**src/rtl/dram_cache_pkg.sv**
```systemverilog
// Types and constants shared along the DRAM-cache tag path. The issuer and tag_compare
// both import this package.
package dram_cache_pkg;

    localparam int AXI_ADDR_W    = 32;
    localparam int AXI_ID_W      = 4;
    localparam int IDX_BITS      = 10;
    localparam int OFF_BITS      = 6;
    localparam int TAD_BURST_LEN = 4;

    typedef struct packed {
        logic                  is_write;
        logic [AXI_ID_W-1:0]   id;
        logic [AXI_ADDR_W-1:0] addr;
    } tag_entry_t;

    typedef enum logic {
        S_IDLE  = 1'b0,
        S_ISSUE = 1'b1
    } issue_state_t;

endpackage

```
**src/rtl/rr_arb2.sv**
```systemverilog
// Two-way round-robin arbiter. Bit 0 is the read request and bit 1 is the write request.
// When both are requesting, the channel that was not granted last time wins.
module rr_arb2 (
    input  logic       clk,
    input  logic       rst,
    input  logic [1:0] req,
    input  logic       accept,
    output logic [1:0] grant
);

    logic last_write;

    always_comb begin
        grant = req;
        if (req == 2'b11)
            grant = last_write ? 2'b01 : 2'b10;
    end

    // Starting at 1 means a read wins the first contested cycle after reset.
    always_ff @(posedge clk) begin
        if (rst)
            last_write <= 1'b1;
        else if (accept)
            last_write <= grant[1];
    end

endmodule

```
**src/rtl/tag_req_issuer.sv**
```systemverilog
// Tag-path front end. It takes one host AR or AW request at a time, pushes it into the
// tag FIFO, and issues the matching TAD burst read to the memory controller.
module tag_req_issuer
    import dram_cache_pkg::*;
#(
    parameter int ADDR_WIDTH      = AXI_ADDR_W,
    parameter int ID_WIDTH        = AXI_ID_W,
    parameter int INDEX_WIDTH     = IDX_BITS,
    parameter int OFFSET_WIDTH    = OFF_BITS,
    parameter int BURST_LEN       = TAD_BURST_LEN,
    parameter int MAX_OUTSTANDING = 8
) (
    input  logic                         clk,
    input  logic                         rst,
    input  logic [ID_WIDTH-1:0]          arid_i,
    input  logic [ADDR_WIDTH-1:0]        araddr_i,
    input  logic                         arvalid_i,
    output logic                         arready_o,
    input  logic [ID_WIDTH-1:0]          awid_i,
    input  logic [ADDR_WIDTH-1:0]        awaddr_i,
    input  logic                         awvalid_i,
    output logic                         awready_o,
    output logic [ID_WIDTH-1:0]          mc_arid_o,
    output logic [ADDR_WIDTH-1:0]        mc_araddr_o,
    output logic [7:0]                   mc_arlen_o,
    output logic                         mc_arvalid_o,
    input  logic                         mc_arready_i,
    input  logic                         mc_rvalid_i,
    input  logic                         mc_rready_i,
    input  logic                         mc_rlast_i,
    input  logic                         tag_fifo_afull_i,
    output logic                         tag_fifo_wren_o,
    output logic [ADDR_WIDTH+ID_WIDTH:0] tag_fifo_wdata_o
);

    localparam int CNT_W = $clog2(MAX_OUTSTANDING + 1);

    // A TAD read covers the whole set, so only the index field of the address is kept.
    function automatic logic [ADDR_WIDTH-1:0] tad_addr(input logic [ADDR_WIDTH-1:0] a);
        tad_addr = '0;
        for (int i = OFFSET_WIDTH; i < INDEX_WIDTH + OFFSET_WIDTH; i++)
            tad_addr[i] = a[i];
    endfunction

    issue_state_t          state, state_nxt;
    logic [CNT_W-1:0]      out_cnt;
    logic [1:0]            grant;
    logic                  can_accept, host_hs, ar_hs, r_done, sel_w;
    logic [ID_WIDTH-1:0]   sel_id;
    logic [ADDR_WIDTH-1:0] sel_addr;

    rr_arb2 u_arb (
        .clk    (clk),
        .rst    (rst),
        .req    ({awvalid_i, arvalid_i}),
        .accept (host_hs),
        .grant  (grant)
    );

    assign can_accept = !rst && (state == S_IDLE) && !tag_fifo_afull_i &&
                        (out_cnt < CNT_W'(MAX_OUTSTANDING));
    assign arready_o  = can_accept & grant[0];
    assign awready_o  = can_accept & grant[1];
    assign host_hs    = (arready_o & arvalid_i) | (awready_o & awvalid_i);
    assign ar_hs      = mc_arvalid_o & mc_arready_i;
    assign r_done     = mc_rvalid_i & mc_rready_i & mc_rlast_i;
    assign mc_arlen_o = 8'(BURST_LEN - 1);

    assign sel_w    = grant[1];
    assign sel_id   = sel_w ? awid_i : arid_i;
    assign sel_addr = sel_w ? awaddr_i : araddr_i;

    always_ff @(posedge clk) begin
        if (rst)
            state <= S_IDLE;
        else
            state <= state_nxt;
    end

    always_comb begin
        state_nxt = state;
        if (state == S_IDLE && host_hs)
            state_nxt = S_ISSUE;
        else if (state == S_ISSUE && ar_hs)
            state_nxt = S_IDLE;
    end

    // The FIFO push and the first cycle of mc_arvalid start together, so the tag entry
    // can never arrive after its R data.
    always_ff @(posedge clk) begin
        if (rst) begin
            tag_fifo_wren_o  <= 1'b0;
            tag_fifo_wdata_o <= '0;
            mc_arvalid_o     <= 1'b0;
            mc_arid_o        <= '0;
            mc_araddr_o      <= '0;
        end else begin
            tag_fifo_wren_o <= 1'b0;
            if (host_hs) begin
                tag_fifo_wren_o  <= 1'b1;
                tag_fifo_wdata_o <= {sel_w, sel_id, sel_addr};
                mc_arvalid_o     <= 1'b1;
                mc_arid_o        <= sel_id;
                mc_araddr_o      <= tad_addr(sel_addr);
            end else if (ar_hs) begin
                mc_arvalid_o <= 1'b0;
            end
        end
    end

    always_ff @(posedge clk) begin
        if (rst)
            out_cnt <= '0;
        else if (ar_hs && !r_done)
            out_cnt <= out_cnt + CNT_W'(1);
        else if (r_done && !ar_hs && out_cnt != '0)
            out_cnt <= out_cnt - CNT_W'(1);
    end

    // An rlast with nothing outstanding means the memory controller broke protocol.
    a_no_underflow: assert property (@(posedge clk) disable iff (rst) r_done |-> (out_cnt != '0));

endmodule
```
**config.mk**
```make
export PLATFORM = sky130hd
export DESIGN_NAME = tag_req_issuer
export DESIGN_NICKNAME = d
export VERILOG_FILES = /design/src/rtl/dram_cache_pkg.sv /design/src/rtl/rr_arb2.sv /design/src/rtl/tag_req_issuer.sv
export SDC_FILE = /design/constraint.sdc
export NUM_CORES = 1
export LEC_CHECK = 0
export ABC_AREA = 1
export CORE_MARGIN = 10
export CORE_UTILIZATION = 33
export CTS_CLUSTER_DIAMETER = 50
export DETAILED_ROUTE_END_ITERATION = 8
export GPL_ROUTABILITY_DRIVEN = 1
export PLACE_DENSITY = 0.87
export SETUP_SLACK_MARGIN = 0.2
export SYNTH_ARGS = -nofsm -noshare
export SYNTH_HDL_FRONTEND = slang
export SYNTH_HIERARCHICAL = 1
export SYNTH_SLANG_ARGS = --single-unit
```
**constraint.sdc**
```tcl
create_clock -name clk -period 1.6 [get_ports clk]
set_input_delay 0.16 -clock clk [delete_from_list [all_inputs] [get_ports clk]]
set_output_delay 0.16 -clock clk [all_outputs]
set_load 0.1 [all_outputs]
```
==> results of run 1 <==
final cells by class:
type                       instances  area (um^2)
fill                             562         2292
multi-input combinational        302         1742
tap                              102        127.6
clock buffer                       6        82.58
clock inverter                     2        37.54
sequential                        45        927.1
timing repair buffer             174         2376
inverter                          10        62.56
how the worst min path moves through the flow:
stage / end / cells past startpoint / slack [ps] / startpoint
4_1_cts: u_arb/last_write / 5 / 430 / arvalid_i
3_5_place_dp: u_arb/last_write / 2 / 460 / u_arb/last_write
3_3_place_gp: u_arb/last_write / 2 / 450 / u_arb/last_write
2_1_floorplan: mc_arvalid_o / 1 / 220 / rst
5_1_grt: state / 7 / 470 / mc_arready_i
6_report: state / 7 / 480 / mc_arready_i
cells in the mapped netlist:
library cell,n,area [um^2]
sky130_fd_sc_hd__buf_8,1,15.01
sky130_fd_sc_hd__buf_2,3,15.01
sky130_fd_sc_hd__nand3_1,3,15.01
sky130_fd_sc_hd__o21ai_1,6,30.03
sky130_fd_sc_hd__ha_1,2,25.02
sky130_fd_sc_hd__clkbuf_2,1,5.000
sky130_fd_sc_hd__inv_1,8,30.03
sky130_fd_sc_hd__a21boi_1,1,7.510
sky130_fd_sc_hd__buf_12,1,20.02
sky130_fd_sc_hd__nor2_4,2,22.52
sky130_fd_sc_hd__o21ai_0,34,170.2
sky130_fd_sc_hd__xnor2_1,1,8.760
sky130_fd_sc_hd__nor2_1,85,319.1
sky130_fd_sc_hd__nand2_4,2,22.52
sky130_fd_sc_hd__buf_1,3,11.26
sky130_fd_sc_hd__nand2_2,2,12.51
sky130_fd_sc_hd__or2_2,1,6.260
sky130_fd_sc_hd__buf_6,3,33.78
sky130_fd_sc_hd__and2_1,1,6.260
sky130_fd_sc_hd__buf_4,44,330.3
sky130_fd_sc_hd__nor2_2,1,6.260
sky130_fd_sc_hd__conb_1,2,7.510
sky130_fd_sc_hd__o21ai_2,1,8.760
sky130_fd_sc_hd__inv_2,2,7.510
sky130_fd_sc_hd__nand4_1,1,6.260
sky130_fd_sc_hd__a21oi_1,5,25.02
sky130_fd_sc_hd__fa_1,1,20.02
sky130_fd_sc_hd__clkbuf_1,6,22.52
sky130_fd_sc_hd__dfxtp_1,45,900.9
sky130_fd_sc_hd__nand2_1,123,461.7
power by group through the flow:
stage | Clock, W | Sequential [W] | Combinational (W)
after floorplan | 0 | 0.00164 | 0.000822
after global placement | 0 | 0.00129 | 0.00173
after detailed placement | 0 | 0.00130 | 0.00176
after CTS | 0.000917 | 0.00127 | 0.00179
after global routing | 0.000956 | 0.00128 | 0.00207
final | 0.000900 | 0.00127 | 0.00199
per-layer routing:
layer,GRT usage [%],up-vias,part of all wire (%)
met5,0,-,0
met4,3.578,0,1.3
met3,6.127,10,9.3
met2,29.01,130,54
met1,15.37,1390,35
li1,-,1431,-
critical path: stages (launching register included):
cell and delay [ps]:
sky130_fd_sc_hd__dfxtp_4 370, sky130_fd_sc_hd__nand2_4 60, sky130_fd_sc_hd__inv_4 60, sky130_fd_sc_hd__nand2_4 50, sky130_fd_sc_hd__buf_6 120, sky130_fd_sc_hd__buf_4 150, sky130_fd_sc_hd__fa_2 560, sky130_fd_sc_hd__nor2_1 50
sky130_fd_sc_hd__nor2_1 130
per-stage QoR:
stage,utilization (%),instances,worst slack [ps],power [W]
final,70.03,641,-25.17,0.004166
after global routing,70.03,641,-103.3,0.004313
after CTS,62.32,631,53.92,0.003979
after detailed placement,59.34,619,-382.4,0.003053
after global placement,59.34,619,-258.2,0.003018
after floorplan,-,419,-240.7,0.002464
cell families (layout without fill, tap and decap cells):
group | after synthesis | after routing | synth area share [%]
buffers and inverters | 72 | 192 | 19.07
adders and majority gates | 3 | 3 | 1.751
other | 2 | 30 | 0.2919
and+or+nand+nor | 221 | 221 | 34.14
DFF | 45 | 45 | 35.02
xor gates and xnor gates | 1 | 1 | 0.3405
AOI/OAI and AO/OA | 47 | 47 | 9.387
registers in the layout, summed over array words and instances (netlist names):
register          count
tag_fifo_wdata_o     34
out_cnt               4
mc_arid_o             3
mc_arvalid_o          1
state                 1
tag_fifo_wren_o       1
u_arb/last_write      1
repair_timing:
item,CTS,global route
buffers inserted,4,3
gates resized for setup,21,114
endpoints found under the setup margin,40,44
gates cloned,0,7
pin swaps,16,20
==> qor.yml, run 1 <==
status: "finished with violations"
violations: "setup timing"
hold_path_class: "primary input to flop"
grt_start_max_net_pins: 38
r2r_cells: 8
clock_skew_ps: 7.202
hold_violations: 0
final_period_demand_of_the_worst_path_ps: 1625
cts-root-buf: "sky130_fd_sc_hd__clkbuf_8"
routed_via_density: 4.619
synth-seq-cells: 45
arrival_worst_endpoint_ps: 1850
grt_first_pass_wirelength_um: 14680
max-cap-violations: 0
finalMaxSlewViolations: 0
antenna_cells: 0
antenna_found_initial: 0
floorplan.rows: 32
synth_seq_area_share_pct: 35.02
post_layout_worst_setup_margin_ps: -25.17
die_h_um: 108.3
flow.area_growth_from_synthesis_pct: 108.2
floorplan.initialDensity_pct: 33.64
synthesis.yosys.warnings: 6
critPathMaxFanout: 4
fin_area_um2: 5355
fraction_of_power_spent_switching_nets_pct: 42.60
insertion_delay_ps: 290
postSynthAreaPerCell_um2: 6.579
hpwlAfterDp_um: 7536
mostFrequentLayoutCell: "sky130_fd_sc_hd__nand2_1"
critPathRequiredTime_ps: 1820
ir_drop_mv: 0.4364
fraction_of_layout_instances_using_a_drive_strength_above_1_pct: 36.55
nature_of_the_critical_path_startpoint: "flop"
x_dimension_of_the_die_um: 108.3
number_of_levels_the_h_tree_was_split_into: 2
drc_errors: 0
reg2reg_from: "mc_arvalid_o"
cts_tree: "yes"
share_comb_of_total_power_pct: 47.8
wl_per_cell_um: 16.88
fmax_mhz: 615.3
grt_overflow_total: 0
setup.worst_path.end: "out_cnt[1]"
gpl.final_weighted_congestion: 0.8235
instance_area_at_placement_um2: 4538
timing.rr.end: "out_cnt[1]"
clkTransAtPathRegs_ps: 90
core_area_um2: 7647
grt.total_usage_pct: 15.36
grt_setup_unrepaired: "yes"
p_sw_w: 0.001775
die-area_um2: 11730
power.share.clock_pct: 21.6
post_synth_num_cell_types: 30
detailroute.via_count: 2961
cts_buffer_depth: 2
cp-startpoint: "mc_arvalid_o"
mappedNetlistArea_um2: 2572
finish.net_count: 622
final-setup-viol-count: 2
i_o_pin_count: 166
finalHoldWorstSlack_ps: 475.5
cellInternalPower_w: 0.002391
grt_pass1_vias: 2932
synth_cells: 391
seq_power_share_pct: 30.6
port_buffers: 135
tritoncts.num_buffers: 5
detailedRoute.firstIterationViolations: 80
end_kind: "flop"
cts_hold_repair.buffers: 0
pwr_density_cell_nw_per_um2: 778.0
tritoncts_num_sinks: 45
final_cell_mix: "sky130_fd_sc_hd__nand2_1 (115), sky130_fd_sc_hd__clkdlybuf4s50_1 (78), sky130_fd_sc_hd__buf_12 (60)"
antenna_left: 0
category_of_the_most_critical_setup_path: "flop to flop"
drtPass1Iterations: 4
total_leakage_power_nw: 2.377
wl_um: 10820
period_share_pct: 101.6
fin_setup_tns_ps: -26.50
setup_slack_of_the_worst_register_to_register_path_ps: -30
Note: power is estimated with default switching activity, not from simulation.
==> run 2, diff against run 1 <==
--- a/config.mk
+++ b/config.mk
@@ -7,11 +7,11 @@
 export LEC_CHECK = 0
 export ABC_AREA = 1
 export CORE_MARGIN = 10
-export CORE_UTILIZATION = 33
+export CORE_UTILIZATION = 40
 export CTS_CLUSTER_DIAMETER = 50
 export DETAILED_ROUTE_END_ITERATION = 8
 export GPL_ROUTABILITY_DRIVEN = 1
-export PLACE_DENSITY = 0.87
+export PLACE_DENSITY = 0.95
 export SETUP_SLACK_MARGIN = 0.2
 export SYNTH_ARGS = -nofsm -noshare
 export SYNTH_HDL_FRONTEND = slang
==> constraint.sdc (replaced) <==
create_clock -name clk -period 2.1 [get_ports clk]
set_input_delay 0.21 -clock clk [delete_from_list [all_inputs] [get_ports clk]]
set_output_delay 0.21 -clock clk [all_outputs]
set_load 0.1 [all_outputs]
==> run 2 against run 1 <==
Effect of this change:
- the run now ends clean
- register-to-register slack improved by 400 ps
- count of clock-buffer cells in the layout stayed put
- power decreased by 38%
- clock power fell by 44%
- sequential power down 26%
- hold slack improved by 16 ps
- die area fell by 14%
- combinational power fell by 42%
- sequential cell count unchanged
- global-route usage fell by 0.11 points
- critical endpoint is now out_cnt[3]
==> qor.yml, run 2 (synthesis gave the netlist of run 1 again) <==
status: "completed"
worstHoldStart: "tag_fifo_wdata_o[36]"
die_h_um: 100.2
maxUsedRoutingLayer: "met4"
grt_start_max_net_pins: 38
x_dimension_of_the_die_um: 100.2
dp_slack_ps: 16.16
post-place-cells: 578
wl_um: 8225
seq_power_share_pct: 36.0
post-cts-setup-buffers: 0
detailroute.via_count: 2662
largest_reg_flops: 34
die-area_um2: 10040
grt.total_usage_pct: 15.25
worst_path_max_delay_cell: "sky130_fd_sc_hd__clkdlybuf4s50_1"
drc_errors: 0
detailedRoute.firstIterationViolations: 75
tritoncts_num_sinks: 45
post_cts_resize_count: 0
wl_per_cell_um: 14.04
ir_drop_mv: 0.4130
final_period_demand_of_the_worst_path_ps: 1769
finish.net_count: 592
grt_first_pass_wirelength_um: 12780
critPathRequiredTime_ps: 2280
grt_overflow_total: 0
clkTransAtPathRegs_ps: 80
cts_tree: "yes"
final_cell_mix: "sky130_fd_sc_hd__nand2_1 (122), sky130_fd_sc_hd__nor2_1 (85), sky130_fd_sc_hd__clkdlybuf4s50_1 (80)"
routed_wire_length_on_met2_um: 4251
largest_register: "tag_fifo_wdata_o"
nature_of_the_critical_path_startpoint: "primary input"
gpl.final_weighted_congestion: 0.8074
clock_skew_ps: 3.819
cts-root-buf: "sky130_fd_sc_hd__clkbuf_8"
period_share_pct: 84.25
tritoncts.num_buffers: 5
core_area_um2: 6314
number_of_levels_the_h_tree_was_split_into: 2
insertion_delay_ps: 290
final-setup-viol-count: 0
worst_path_most_repeated_cell: "sky130_fd_sc_hd__nand2_1"
hpwlAfterDp_um: 6633
crit_path_max_incr_delay_ps: 460
floorplan.rows: 29
flow.area_growth_from_synthesis_pct: 44.55
hold_path_class: "flop to flop"
floorplan.initialDensity_pct: 40.75
routed_via_density: 4.543
grt_setup_unrepaired: "no"
antenna_cells: 0
i_o_pin_count: 166
fin_setup_tns_ps: 0
fraction_of_layout_instances_using_a_drive_strength_above_1_pct: 16.50
reg2reg_from: "mc_arvalid_o"
power.share.clock_pct: 19.6
total_leakage_power_nw: 1.925
max-cap-violations: 0
hold_violations: 0
instance_area_at_placement_um2: 3633
critPathMaxFanout: 3
fin_area_um2: 3719
category_of_the_most_critical_setup_path: "primary input to flop"
grt_pass1_vias: 2697
biggestRegsByFlops: "tag_fifo_wdata_o: 34 flops, out_cnt: 4 flops, mc_arid_o: 3 flops"
met1_length_um: 3084
fmax_mhz: 565.2
p_sw_w: 0.001175
drtPass1Iterations: 5
setup_slack_of_the_worst_register_to_register_path_ps: 370
arrival_worst_endpoint_ps: 1950
finalMaxSlewViolations: 0
cts_buffer_depth: 2
antenna_left: 0
fraction_of_power_spent_switching_nets_pct: 45.29
mostFrequentLayoutCell: "sky130_fd_sc_hd__nand2_1"
dr_wl_met3_um: 859
r2r_cells: 11
holdPathEnd: "tag_fifo_wdata_o[36]"
n_fill_cell: 599
port_buffers: 135
cellInternalPower_w: 0.001420
end_kind: "flop"
pwr_density_cell_nw_per_um2: 697.8
post_layout_worst_setup_margin_ps: 330.8
finalNonFillerCells: 586
share_comb_of_total_power_pct: 44.4
antenna_found_initial: 0
finalHoldWorstSlack_ps: 491.6
crit_path_cell_trace: "clkdlybuf4s50_1 -> nand2_1 -> inv_1 -> nand2_2 -> ha_1 -> or2_2 -> nand2_1 -> nand2_1 -> nand2_1 -> nor2_1 -> nor2_1 -> nor2_1"
cts_hold_repair.buffers: 0
worst_hold_path_stage_count: 2
timing.rr.end: "out_cnt[3]"
[run 2: changes by cell type in the layout (fill, tap and decap cells not counted), sizes merged]
cell	change
buf	-25
bufinv	-1
clkbuf	-5
clkdlybuf4s50	+2
clkinv	-1
clkinvlp	-1
dlygate4sd2	-1
dlymetal6s2s	-1
inv	+3
[run 2: final cells by class]
class                   count  area [um^2]  area share [%]
repair buffers            144         1306           35.13
multi-input cells         302         1289           34.66
flip-flops and latches     45        904.6           24.33
well taps                  77        96.34           2.591
clock buffers               6        72.57           1.952
inverters                  10        40.04           1.077
clock inverters             2        10.01          0.2692
[run 2: worst max-delay path by stage]
stage                          start                to  slack (ps)  cells past startpoint
finish                  mc_arready_i        out_cnt[3]         330                     12
global route            mc_arready_i        out_cnt[3]         220                     12
CTS                        arvalid_i             state         330                     11
detailed placement         arvalid_i             state          20                     11
global placement           arvalid_i             state          70                     11
floorplan           u_arb/last_write  u_arb/last_write         220                     11
[run 2: per-stage QoR]
step / power [W] / utilization, %
floorplan: 0.001867 / -
global placement: 0.002089 / 57.55
detailed placement: 0.002106 / 57.55
CTS: 0.002623 / 58.86
global route: 0.002718 / 58.90
finish: 0.002595 / 58.90
[run 2: power groups by stage]
stage	Combinational (W)	Sequential [W]	Clock, W
2_1_floorplan	0.000621	0.00125	0
3_3_place_gp	0.00114	0.000951	0
3_5_place_dp	0.00115	0.000953	0
4_1_cts	0.00115	0.000934	0.000534
5_1_grt	0.00121	0.000941	0.000570
6_report	0.00115	0.000934	0.000508
[run 2: layer usage]
layer | up-vias | global-route usage [%]
li1 | 1361 | -
met1 | 1187 | 14.99
met2 | 112 | 28.54
met3 | 2 | 7.074
met4 | 0 | 2.935
met5 | - | 0
[run 2: worst max-delay path: cells and delay by family]
kind / cells / cell delay, ps
and+or+nand+nor: 9 / 880
adders and majority gates: 1 / 300
buffers and inverters: 2 / 560
==> patch: new RTL, settings of run 1 <==
Make the reset (`rst`) asynchronous in 4 clocked blocks.
--- a/src/rtl/rr_arb2.sv
+++ b/src/rtl/rr_arb2.sv
@@ -18,5 +18,5 @@
 
     // Starting at 1 means a read wins the first contested cycle after reset.
-    always_ff @(posedge clk) begin
+    always_ff @(posedge clk or posedge rst) begin
         if (rst)
             last_write <= 1'b1;
--- a/src/rtl/tag_req_issuer.sv
+++ b/src/rtl/tag_req_issuer.sv
@@ -71,5 +71,5 @@
     assign sel_addr = sel_w ? awaddr_i : araddr_i;
 
-    always_ff @(posedge clk) begin
+    always_ff @(posedge clk or posedge rst) begin
         if (rst)
             state <= S_IDLE;
@@ -88,5 +88,5 @@
     // The FIFO push and the first cycle of mc_arvalid start together, so the tag entry
     // can never arrive after its R data.
-    always_ff @(posedge clk) begin
+    always_ff @(posedge clk or posedge rst) begin
         if (rst) begin
             tag_fifo_wren_o  <= 1'b0;
@@ -109,5 +109,5 @@
     end
 
-    always_ff @(posedge clk) begin
+    always_ff @(posedge clk or posedge rst) begin
         if (rst)
             out_cnt <= '0;
Formal check against the unedited RTL: differs if rst is asserted again (counterexample within 4 cycles, from zero or initial values and one cycle with rst high); with rst held inactive, the same outputs for 10 cycles.
==> patch against run 1 <==
- the run still ends with setup timing left
- worst hold slack got worse by 0.20 ns
- wire length shrank 8.6%
- non-clock buffer count is 6 higher
- design area fell by 0.44%
- utilization decreased by 4.8 points
- area after synthesis grew 6.8%
- setup slack got worse by 0.056 ns
- via count is 3.6% lower
- sequential cell count did not move
- critical path type unchanged
- critical endpoint is now tag_fifo_wdata_o[2]$_DFFE_PP0P_
- highest routed layer unchanged
Power is not compared: it rests on default switching activity, and its combinational part moved more than twofold at a synthesized area within 25%.
==> patch: results <==
export IMPL_fin_skew_ns=0.007833
export IMPL_placed_cells=605
export IMPL_drive_above_1_share_pct=35.44
export IMPL_hold_path_class="in2async"
export IMPL_vias_per_cell=4.432
export IMPL_grt_max_degree=45
export IMPL_yosysSeqAreaShare_pct=41.05
export IMPL_wl_met2_mm=5.201
export IMPL_met1_length_mm=3.824
export IMPL_endpoint="tag_fifo_wdata_o[2]$_DFFE_PP0P_"
export IMPL_routabilityCongestion=0.7777
export IMPL_slowest_delay_ns=0.58
export IMPL_syn_inst=383
export IMPL_post_place_ws_ns=-0.1553
export IMPL_hold_ws_ns=0.2757
export IMPL_grt_pass1_wl_mm=15.58
export IMPL_synth_common_cells="218 x nand2_1, 45 x buf_4, 44 x dfrtp_1, 19 x nand2_2, 11 x inv_1"
export IMPL_violations="setup timing"
export IMPL_grtUsageMet2_pct=27.90
export IMPL_status="complete, but fails checks"
export IMPL_cp_arrival_ns=1.87
export IMPL_grt_pass1_vias=3137
export IMPL_crit_fanout=6
export IMPL_wl_met3_um=590
export IMPL_crit_family="flip-flops"
export IMPL_ys_types=25
export IMPL_startpoint="u_arb/last_write$_DFFE_PP1P_"
export IMPL_die_w_um=111.2
export IMPL_gr_usage_met1_pct=16.19
export IMPL_tns_ns=-1.568
export IMPL_worst_r2r_cell_count=9
export IMPL_async_flop_share_pct=100.0
export IMPL_hpwlAfterDp_mm=7.192
export IMPL_setup_viol_count_final=25
export IMPL_use_met3_pct=3.896
export IMPL_drt_iter0_markers=64
export IMPL_setup_ws_ns=-0.08122
export IMPL_avgRoutedWirePerCell_um=15.35
export IMPL_worst_path_max_delay_cell="dfstp_2"
export IMPL_dr_total_vias=2854
==> patch: final cells by class <==
class	count	area, um2	share of cell area [%]
Timing Repair Buffer	180	2527	47.41
Tap cell	105	131.4	2.464
Multi-Input combinational cell	295	1393	26.12
Sequential cell	45	1149	21.54
Clock inverter	2	10.01	0.1877
Clock buffer	6	72.57	1.361
Inverter	11	48.80	0.9153
==> patch: logic make-up after synthesis <==
group | Yosys count | share of synthesized area [%]
AOI/OAI and AO/OA | 4 | 0.8196
xor gates and xnor gates | 2 | 0.6379
adders and majority gates | 3 | 1.640
buffers and inverters | 71 | 18.00
DFF | 45 | 41.05
other | 2 | 0.2735
and+or+nand+nor | 256 | 37.59
==> patch: power breakdown <==
group	leakage, nW	internal, mW	switching, mW
registers	0.547	1.66	0.689
logic	2.09	3.10	5.68
clock network	0.0450	0.303	0.370
==> patch: repair_timing <==
item | 4_1_cts | 5_1_grt
gates resized for setup | 49 | 7
pin swaps | 35 | 10
endpoints found under the setup margin | 45 | 47
cloned | 8 | 0
setup buffers | 18 | 5
